[config.mk]
export PLATFORM = sky130hd
export DESIGN_NAME = instr_encoder
export DESIGN_NICKNAME = d
export VERILOG_FILES = /design/src/rtl/instr_encoder_pkg.sv /design/src/rtl/enc_fifo.sv /design/src/rtl/instr_encoder.sv
export SDC_FILE = /design/constraint.sdc
export NUM_CORES = 1
export LEC_CHECK = 0
export ABC_CLOCK_PERIOD_IN_PS = 4200
export CORE_UTILIZATION = 55
export CTS_BUF_LIST = sky130_fd_sc_hd__clkbuf_2
export DETAILED_ROUTE_END_ITERATION = 10
export GPL_ROUTABILITY_DRIVEN = 1
export HOLD_SLACK_MARGIN = 0.03
export PLACE_DENSITY = 0.82
export SKIP_LAST_GASP = 1
export SYNTH_ARGS = -nofsm -noshare
export SYNTH_HDL_FRONTEND = slang
export SYNTH_SLANG_ARGS = --single-unit
[constraint.sdc]
create_clock -name clk -period 4.2 [get_ports clk]
set_input_delay 0.84 -clock clk [delete_from_list [all_inputs] [get_ports clk]]
set_output_delay 0.84 -clock clk [all_outputs]
set_load 0.005 [all_outputs]
[src/rtl/instr_encoder_pkg.sv]
// Shared op list, RV32I opcode/funct constants and encode helpers for instr_encoder.
// imm_in_range exists only when IMM_RANGE_CHECK_EN is defined.
package instr_encoder_pkg;

  typedef enum logic [4:0] {
    OP_NOP, OP_ADD, OP_SUB, OP_SLL, OP_SLT, OP_SLTU, OP_XOR, OP_SRL, OP_SRA,
    OP_OR, OP_AND, OP_ADDI, OP_LW, OP_SW, OP_BEQ, OP_BNE, OP_BLT, OP_BLTU,
    OP_JALR, OP_JAL, OP_AUIPC
  } op_e;

  typedef enum logic [1:0] {ST_IDLE, ST_LOAD, ST_DRAIN} state_e;

  typedef enum logic [2:0] {FMT_NONE, FMT_R, FMT_I, FMT_S, FMT_B, FMT_J, FMT_U} fmt_e;

  localparam logic [6:0] OPC_R      = 7'b0110011;
  localparam logic [6:0] OPC_I_ALU  = 7'b0010011;
  localparam logic [6:0] OPC_LOAD   = 7'b0000011;
  localparam logic [6:0] OPC_STORE  = 7'b0100011;
  localparam logic [6:0] OPC_BRANCH = 7'b1100011;
  localparam logic [6:0] OPC_JALR   = 7'b1100111;
  localparam logic [6:0] OPC_JAL    = 7'b1101111;
  localparam logic [6:0] OPC_AUIPC  = 7'b0010111;

  localparam logic [2:0] F3_ADD  = 3'b000;
  localparam logic [2:0] F3_SLL  = 3'b001;
  localparam logic [2:0] F3_SLT  = 3'b010;
  localparam logic [2:0] F3_SLTU = 3'b011;
  localparam logic [2:0] F3_XOR  = 3'b100;
  localparam logic [2:0] F3_SR   = 3'b101;
  localparam logic [2:0] F3_OR   = 3'b110;
  localparam logic [2:0] F3_AND  = 3'b111;
  localparam logic [2:0] F3_W    = 3'b010;
  localparam logic [2:0] F3_BEQ  = 3'b000;
  localparam logic [2:0] F3_BNE  = 3'b001;
  localparam logic [2:0] F3_BLT  = 3'b100;
  localparam logic [2:0] F3_BLTU = 3'b110;

  localparam logic [6:0]  F7_BASE  = 7'b0000000;
  localparam logic [6:0]  F7_ALT   = 7'b0100000;
  localparam logic [31:0] NOP_WORD = 32'h0000_0013;

  function automatic fmt_e op_fmt(input logic [4:0] op);
    fmt_e f;
    f = FMT_NONE;
    case (op)
      OP_ADD, OP_SUB, OP_SLL, OP_SLT, OP_SLTU,
      OP_XOR, OP_SRL, OP_SRA, OP_OR, OP_AND:   f = FMT_R;
      OP_ADDI, OP_LW, OP_JALR:                 f = FMT_I;
      OP_SW:                                   f = FMT_S;
      OP_BEQ, OP_BNE, OP_BLT, OP_BLTU:         f = FMT_B;
      OP_JAL:                                  f = FMT_J;
      OP_AUIPC:                                f = FMT_U;
      default:                                 f = FMT_NONE;
    endcase
    return f;
  endfunction

  // Unknown op codes and nop both fall through to the canonical nop word.
  function automatic logic [31:0] encode(input logic [4:0] op, input logic [4:0] rd,
                                         input logic [4:0] rs1, input logic [4:0] rs2,
                                         input logic [31:0] imm);
    logic [6:0]  opc;
    logic [2:0]  f3;
    logic [6:0]  f7;
    logic [31:0] w;
    opc = OPC_R;
    f3  = F3_ADD;
    f7  = F7_BASE;
    case (op)
      OP_SUB:   f7 = F7_ALT;
      OP_SLL:   f3 = F3_SLL;
      OP_SLT:   f3 = F3_SLT;
      OP_SLTU:  f3 = F3_SLTU;
      OP_XOR:   f3 = F3_XOR;
      OP_SRL:   f3 = F3_SR;
      OP_SRA:   begin f3 = F3_SR; f7 = F7_ALT; end
      OP_OR:    f3 = F3_OR;
      OP_AND:   f3 = F3_AND;
      OP_ADDI:  opc = OPC_I_ALU;
      OP_LW:    begin opc = OPC_LOAD;   f3 = F3_W;    end
      OP_SW:    begin opc = OPC_STORE;  f3 = F3_W;    end
      OP_BEQ:   begin opc = OPC_BRANCH; f3 = F3_BEQ;  end
      OP_BNE:   begin opc = OPC_BRANCH; f3 = F3_BNE;  end
      OP_BLT:   begin opc = OPC_BRANCH; f3 = F3_BLT;  end
      OP_BLTU:  begin opc = OPC_BRANCH; f3 = F3_BLTU; end
      OP_JALR:  opc = OPC_JALR;
      OP_JAL:   opc = OPC_JAL;
      OP_AUIPC: opc = OPC_AUIPC;
      default:  opc = OPC_R;
    endcase
    case (op_fmt(op))
      FMT_R:   w = {f7, rs2, rs1, f3, rd, opc};
      FMT_I:   w = {imm[11:0], rs1, f3, rd, opc};
      FMT_S:   w = {imm[11:5], rs2, rs1, f3, imm[4:0], opc};
      FMT_B:   w = {imm[12], imm[10:5], rs2, rs1, f3, imm[4:1], imm[11], opc};
      FMT_J:   w = {imm[20], imm[10:1], imm[11], imm[19:12], rd, opc};
      FMT_U:   w = {imm[31:12], rd, opc};
      default: w = NOP_WORD;
    endcase
    return w;
  endfunction

`ifdef IMM_RANGE_CHECK_EN
  function automatic logic imm_in_range(input fmt_e fmt, input logic [31:0] imm);
    logic ok;
    case (fmt)
      FMT_I, FMT_S: ok = (imm[31:11] == {21{imm[11]}});
      FMT_B:        ok = (imm[31:12] == {20{imm[12]}}) && !imm[0];
      FMT_J:        ok = (imm[31:20] == {12{imm[20]}}) && !imm[0];
      FMT_U:        ok = (imm[11:0] == 12'h000);
      default:      ok = 1'b1;
    endcase
    return ok;
  endfunction
`endif

endpackage

[src/rtl/enc_fifo.sv]
// Synchronous FIFO with occupancy count; DEPTH need not be a power of two.
// Push while full is legal only together with a pop.
module enc_fifo #(
  parameter int DEPTH = 3,
  parameter int W     = 32,
  localparam int CW   = $clog2(DEPTH + 1),
  localparam int PW   = (DEPTH > 1) ? $clog2(DEPTH) : 1
) (
  input  logic          clk,
  input  logic          rst_n,
  input  logic          push,
  input  logic [W-1:0]  wdata,
  input  logic          pop,
  output logic [W-1:0]  rdata,
  output logic          empty,
  output logic          full,
  output logic [CW-1:0] count
);

  logic [W-1:0]  mem [DEPTH];
  logic [PW-1:0] wr_ptr;
  logic [PW-1:0] rd_ptr;

  function automatic logic [PW-1:0] ptr_next(input logic [PW-1:0] p);
    return (p == PW'(DEPTH - 1)) ? '0 : p + 1'b1;
  endfunction

  assign empty = (count == '0);
  assign full  = (count == CW'(DEPTH));
  assign rdata = mem[rd_ptr];

  always_ff @(posedge clk or negedge rst_n) begin
    if (!rst_n) begin
      wr_ptr <= '0;
      rd_ptr <= '0;
      count  <= '0;
    end else begin
      if (push) wr_ptr <= ptr_next(wr_ptr);
      if (pop)  rd_ptr <= ptr_next(rd_ptr);
      case ({push, pop})
        2'b10:   count <= count + 1'b1;
        2'b01:   count <= count - 1'b1;
        default: count <= count;
      endcase
    end
  end

  always_ff @(posedge clk) begin
    if (push) mem[wr_ptr] <= wdata;
  end

endmodule

[src/rtl/instr_encoder.sv]
// Encodes request beats to RV32I words and streams them to instruction memory.
// Optional immediate range checking is enabled by defining IMM_RANGE_CHECK_EN.
module instr_encoder
  import instr_encoder_pkg::*;
#(
  parameter logic [31:0] BASE_ADDR  = 32'h0000_0000,
  parameter int          FIFO_DEPTH = 4
) (
  input  logic        clk,
  input  logic        rst_n,
  input  logic        load_start,
  input  logic        in_valid,
  output logic        in_ready,
  input  logic        in_last,
  input  logic [4:0]  in_op,
  input  logic [4:0]  in_rd,
  input  logic [4:0]  in_rs1,
  input  logic [4:0]  in_rs2,
  input  logic [31:0] in_imm,
  output logic        imem_we,
  input  logic        imem_ready,
  output logic [31:0] imem_addr,
  output logic [31:0] imem_wdata,
  output logic        busy,
  output logic        done,
  output logic        err,
  output state_e      state_dbg
);

  // Handshakes: a beat moves on in_valid && in_ready, a word on imem_we && imem_ready;
  // the producer holds its payload stable until the transfer cycle.
  localparam int CW  = $clog2(FIFO_DEPTH + 1);
  localparam int FCW = $clog2(FIFO_DEPTH);

  state_e          state, state_n;
  logic            accept, beat_ok, drain_exit;
  logic            enc_valid;
  logic [31:0]     enc_word;
  logic            fifo_push, fifo_pop, fifo_empty, fifo_full;
  logic [31:0]     fifo_rdata;
  logic [FCW-1:0]  fifo_count;
  logic [CW-1:0]   occ;

  // The encode register counts toward occupancy, so the FIFO holds one word fewer.
  assign occ        = CW'(fifo_count) + CW'(enc_valid);
  assign in_ready   = (state == ST_LOAD) && (occ < CW'(FIFO_DEPTH));
  assign accept     = in_valid && in_ready;
  assign fifo_pop   = !fifo_empty && imem_ready;
  assign fifo_push  = enc_valid && (!fifo_full || fifo_pop);
  assign drain_exit = (state == ST_DRAIN) && (occ == '0);

  assign imem_we    = !fifo_empty;
  assign imem_wdata = fifo_empty ? 32'h0 : fifo_rdata;
  assign busy       = (state != ST_IDLE);
  assign state_dbg  = state;

`ifdef IMM_RANGE_CHECK_EN
  assign beat_ok = imm_in_range(op_fmt(in_op), in_imm);

  always_ff @(posedge clk or negedge rst_n) begin
    if (!rst_n) err <= 1'b0;
    else        err <= accept && !beat_ok;
  end
`else
  assign beat_ok = 1'b1;
  assign err     = 1'b0;
`endif

  always_comb begin
    state_n = state;
    case (state)
      ST_IDLE:  if (load_start) state_n = ST_LOAD;
      ST_LOAD:  if (accept && in_last) state_n = ST_DRAIN;
      ST_DRAIN: if (drain_exit) state_n = ST_IDLE;
      default:  state_n = ST_IDLE;
    endcase
  end

  always_ff @(posedge clk or negedge rst_n) begin
    if (!rst_n) begin
      state <= ST_IDLE;
      done  <= 1'b0;
    end else begin
      state <= state_n;
      done  <= drain_exit;
    end
  end

  // A rejected beat still completes the handshake but never reaches the FIFO.
  always_ff @(posedge clk or negedge rst_n) begin
    if (!rst_n) begin
      enc_valid <= 1'b0;
      enc_word  <= 32'h0;
    end else if (accept && beat_ok) begin
      enc_valid <= 1'b1;
      enc_word  <= encode(in_op, in_rd, in_rs1, in_rs2, in_imm);
    end else if (fifo_push) begin
      enc_valid <= 1'b0;
    end
  end

  always_ff @(posedge clk or negedge rst_n) begin
    if (!rst_n)                            imem_addr <= BASE_ADDR;
    else if (state == ST_IDLE && load_start) imem_addr <= BASE_ADDR;
    else if (fifo_pop)                     imem_addr <= imem_addr + 32'd4;
  end

  enc_fifo #(
    .DEPTH (FIFO_DEPTH - 1),
    .W     (32)
  ) u_fifo (
    .clk   (clk),
    .rst_n (rst_n),
    .push  (fifo_push),
    .wdata (enc_word),
    .pop   (fifo_pop),
    .rdata (fifo_rdata),
    .empty (fifo_empty),
    .full  (fifo_full),
    .count (fifo_count)
  );

endmodule

==> flow_summary.ini <==
[sta]
fin_tns_setup_ns = 0
fin_crit_ns = 3.77
setup_viol = 0
finalCritPeriodShare_pct = 89.8
relSlewSlack_pct = 24.5
fin_worst_skew_ns = 0.0374
fmax_ghz = 0.265
worst_slew_pin_slew_ns = 1.13
hold_viol = 0
slew_viol_final = 0
rsz0062_at_grt = no

[global_routing]
grt_pass1_vias = 5263
antenna_found_initial = 0
grtUsageTotal_pct = 25.1
grt_overflow_total = 0
grt_max_degree = 65
grt_pass1_wl_microns = 27100

[worst_setup_path]
arrival_ns = 2.93
cp-start-kind = register
cpLargestDelayFamily = flip-flops
reg2reg_depth = 7
cp.required_ns = 3.36
rr_startpoint = u_fifo.count[0]
cp_max_fo = 27
critPathKind = register to output pin
cp.buffers_inverters = 2
r2r_end = enc_word[3]
crit_top_cell = nor2_1
setup.worst_path.end_class = output pin
r2r_setup_slack_ns = 1.70
cp_slowest_cell = dfrtp_2
path_cells = buf_4, mux2i_1, nor2_1, a21oi_1, nor2_1, clkdlybuf4s50_1
max_stage_delay_ns = 0.96

[floorplanning]
core_sq_mm = 0.0133
row_count = 42
die_area_sq_mm = 0.0141
io_pins = 129
fp.dieH_microns = 119
start_util_pct = 56.5
die_w_microns = 119

[place]
dp_hpwl_microns = 12000
placedCellCount = 933
place_congestion = 0.910
numPortBuffers = 125

[yosys]
synth_top_area_share_pct = 37.2
yosysWarnings = 0
syn-mean-instance-area_sq_um = 11.4
synth_cells = 659
synthTopCellsByArea = edfxtp_1, dfrtp_1, nor2_1
synth_seq_cells = 164
ys.flop_type = edfxtp_1
ys_seq_area_share_pct = 60.8
syn-cell-area_sq_mm = 0.00751
synthArstFlopShare_pct = 43.3
ys_types = 70
yosysTopAreaCell = edfxtp_1
synth_edf_count = 93

[routing]
drtIter0Drc = 526
routed_via_density = 5.75
drcViolationCount = 0
ant_nets = 0
vias = 5553
routedWlPerCell_microns = 17.5
first_pass_iters = 6
drt_wl_total_microns = 16900

[hold_path]
whs_path_depth = 0
hold_class = register to register
min_to = u_fifo.mem[0][14]
hold_start = enc_word[14]

[cts]
htreeDepth = 4
clk_pin_slew_ns = 0.23
cts_tree = yes
worstSkewPairLatency_ns = 0.71
clock_sinks = 164
clock-root-buffer = clkbuf_2
post_cts.repair.setup_buffers = 0
clk_path_buf_depth = 2
cts_buffers = 17

[flow_run]
cap_violations = 0

[layout]
area_growth_pct = 22.3
instances_no_fill = 966
antenna_cells = 0
final_util_pct = 69.1
final_net_count = 838
drive_gt1_share_pct = 8.99

[outcome]
status = complete, no violations

[power_and_ir_drop]
total_power_mw = 4.80
power_density_mw_per_mm2 = 523
ir_drop_uv = 274
p_leak_nw = 3.49
report_power, final:
group	internal [mW]	total, mW	switching [mW]
Sequential	2.10	2.46	0.356
Clock	0.341	0.896	0.555
Combinational	0.741	1.45	0.708
how the worst max path moves through the flow:
stage	start	cells past startpoint	endpoint	slack [ns]
2_1_floorplan	imem_ready	2	u_fifo.mem[1][10]	0.30
3_3_place_gp	in_op[4]	6	enc_word[20]	1.12
3_5_place_dp	in_op[4]	5	enc_word[22]	1.03
4_1_cts	u_fifo.rd_ptr[0]	6	imem_wdata[21]	0.37
5_1_grt	u_fifo.rd_ptr[0]	6	imem_wdata[21]	0.18
6_report	u_fifo.rd_ptr[0]	6	imem_wdata[21]	0.43
synthesized netlist by cell type, types with 7 or more instances:
cell type	n
a22oi_1	10
nor3b_1	7
mux2i_1	33
inv_1	15
nand3_1	9
clkbuf_1	22
nor2_1	103
dfrtp_1	71
buf_2	11
nand2b_1	9
nor3_1	15
o21ai_1	7
xnor2_1	18
nor2b_1	7
a21oi_1	43
o21ai_0	23
a222oi_1	8
nand4_1	9
edfxtp_1	93
xor2_1	8
nand2_1	49
cell families (layout without fill, tap and decap cells):
group,Yosys count,count (layout),share of synthesized area (%)
other,1,3,0.0499
AOI/OAI and AO/OA,132,132,11.7
muxes,35,35,4.70
buffers and inverters,57,186,3.33
xor gates and xnor gates,26,26,3.03
DFF,164,164,60.8
and+or+nand+nor,240,240,15.7
adders and majority gates,4,4,0.633
cell type report:
type                       count  area (sq um)
sequential                   164          4570
fill                        1012          4110
multi-input combinational    440          2720
timing repair buffer         139          1350
tap                          176           220
clock inverter                14           175
clock buffer                  18          90.1
inverter                      15          56.3
cell usage in the layout (no fill, tap or decap), types with 10 or more instances in the layout:
master             n
dfrtp_1           69
inv_1             15
nor2_1           102
nand2_1           49
clkdlybuf4s50_1  124
a21oi_1           43
mux2i_1           33
o21ai_0           23
a22oi_1           10
xnor2_1           18
nor3_1            14
clkbuf_2          18
edfxtp_1          93
buf_4             13
registers in the layout, indices dropped and copies added (netlist names):
| name | flops |
|---|---|
| u_fifo.rd_ptr | 2 |
| u_fifo.count | 2 |
| u_fifo.mem | 93 |
| enc_word | 31 |
| state_dbg | 2 |
| u_fifo.wr_ptr | 2 |
| imem_addr | 30 |
| done | 1 |
| enc_valid | 1 |
layer usage:
layer  global-route usage [%]  up-vias  wire length, microns  share of wire, %
li1                         -     2624                     -                 -
met1                     34.4     2700                  7350                44
met2                     39.3      201                  8070                48
met3                     5.56       28                  1010               6.0
met4                     9.57        0                   424               2.5
met5                        0        -                     0                 0
repair_timing:
item,in CTS,in global routing
setup endpoints to repair,0,0
hold buffers,1,0
hold endpoints to repair,18,0
resized for setup,0,0
metrics by stage:
step                      hold WS, ns  setup WS (ns)  area [sq um]
after floorplan                 0.451          0.298          7520
after global placement          0.473           1.12          8910
after detailed placement        0.477           1.03          8910
after CTS                       0.497          0.371          9180
after global routing            0.501          0.179          9180
final                           0.484          0.428          9180
No activity file was read; power rests on OpenSTA's default activity.
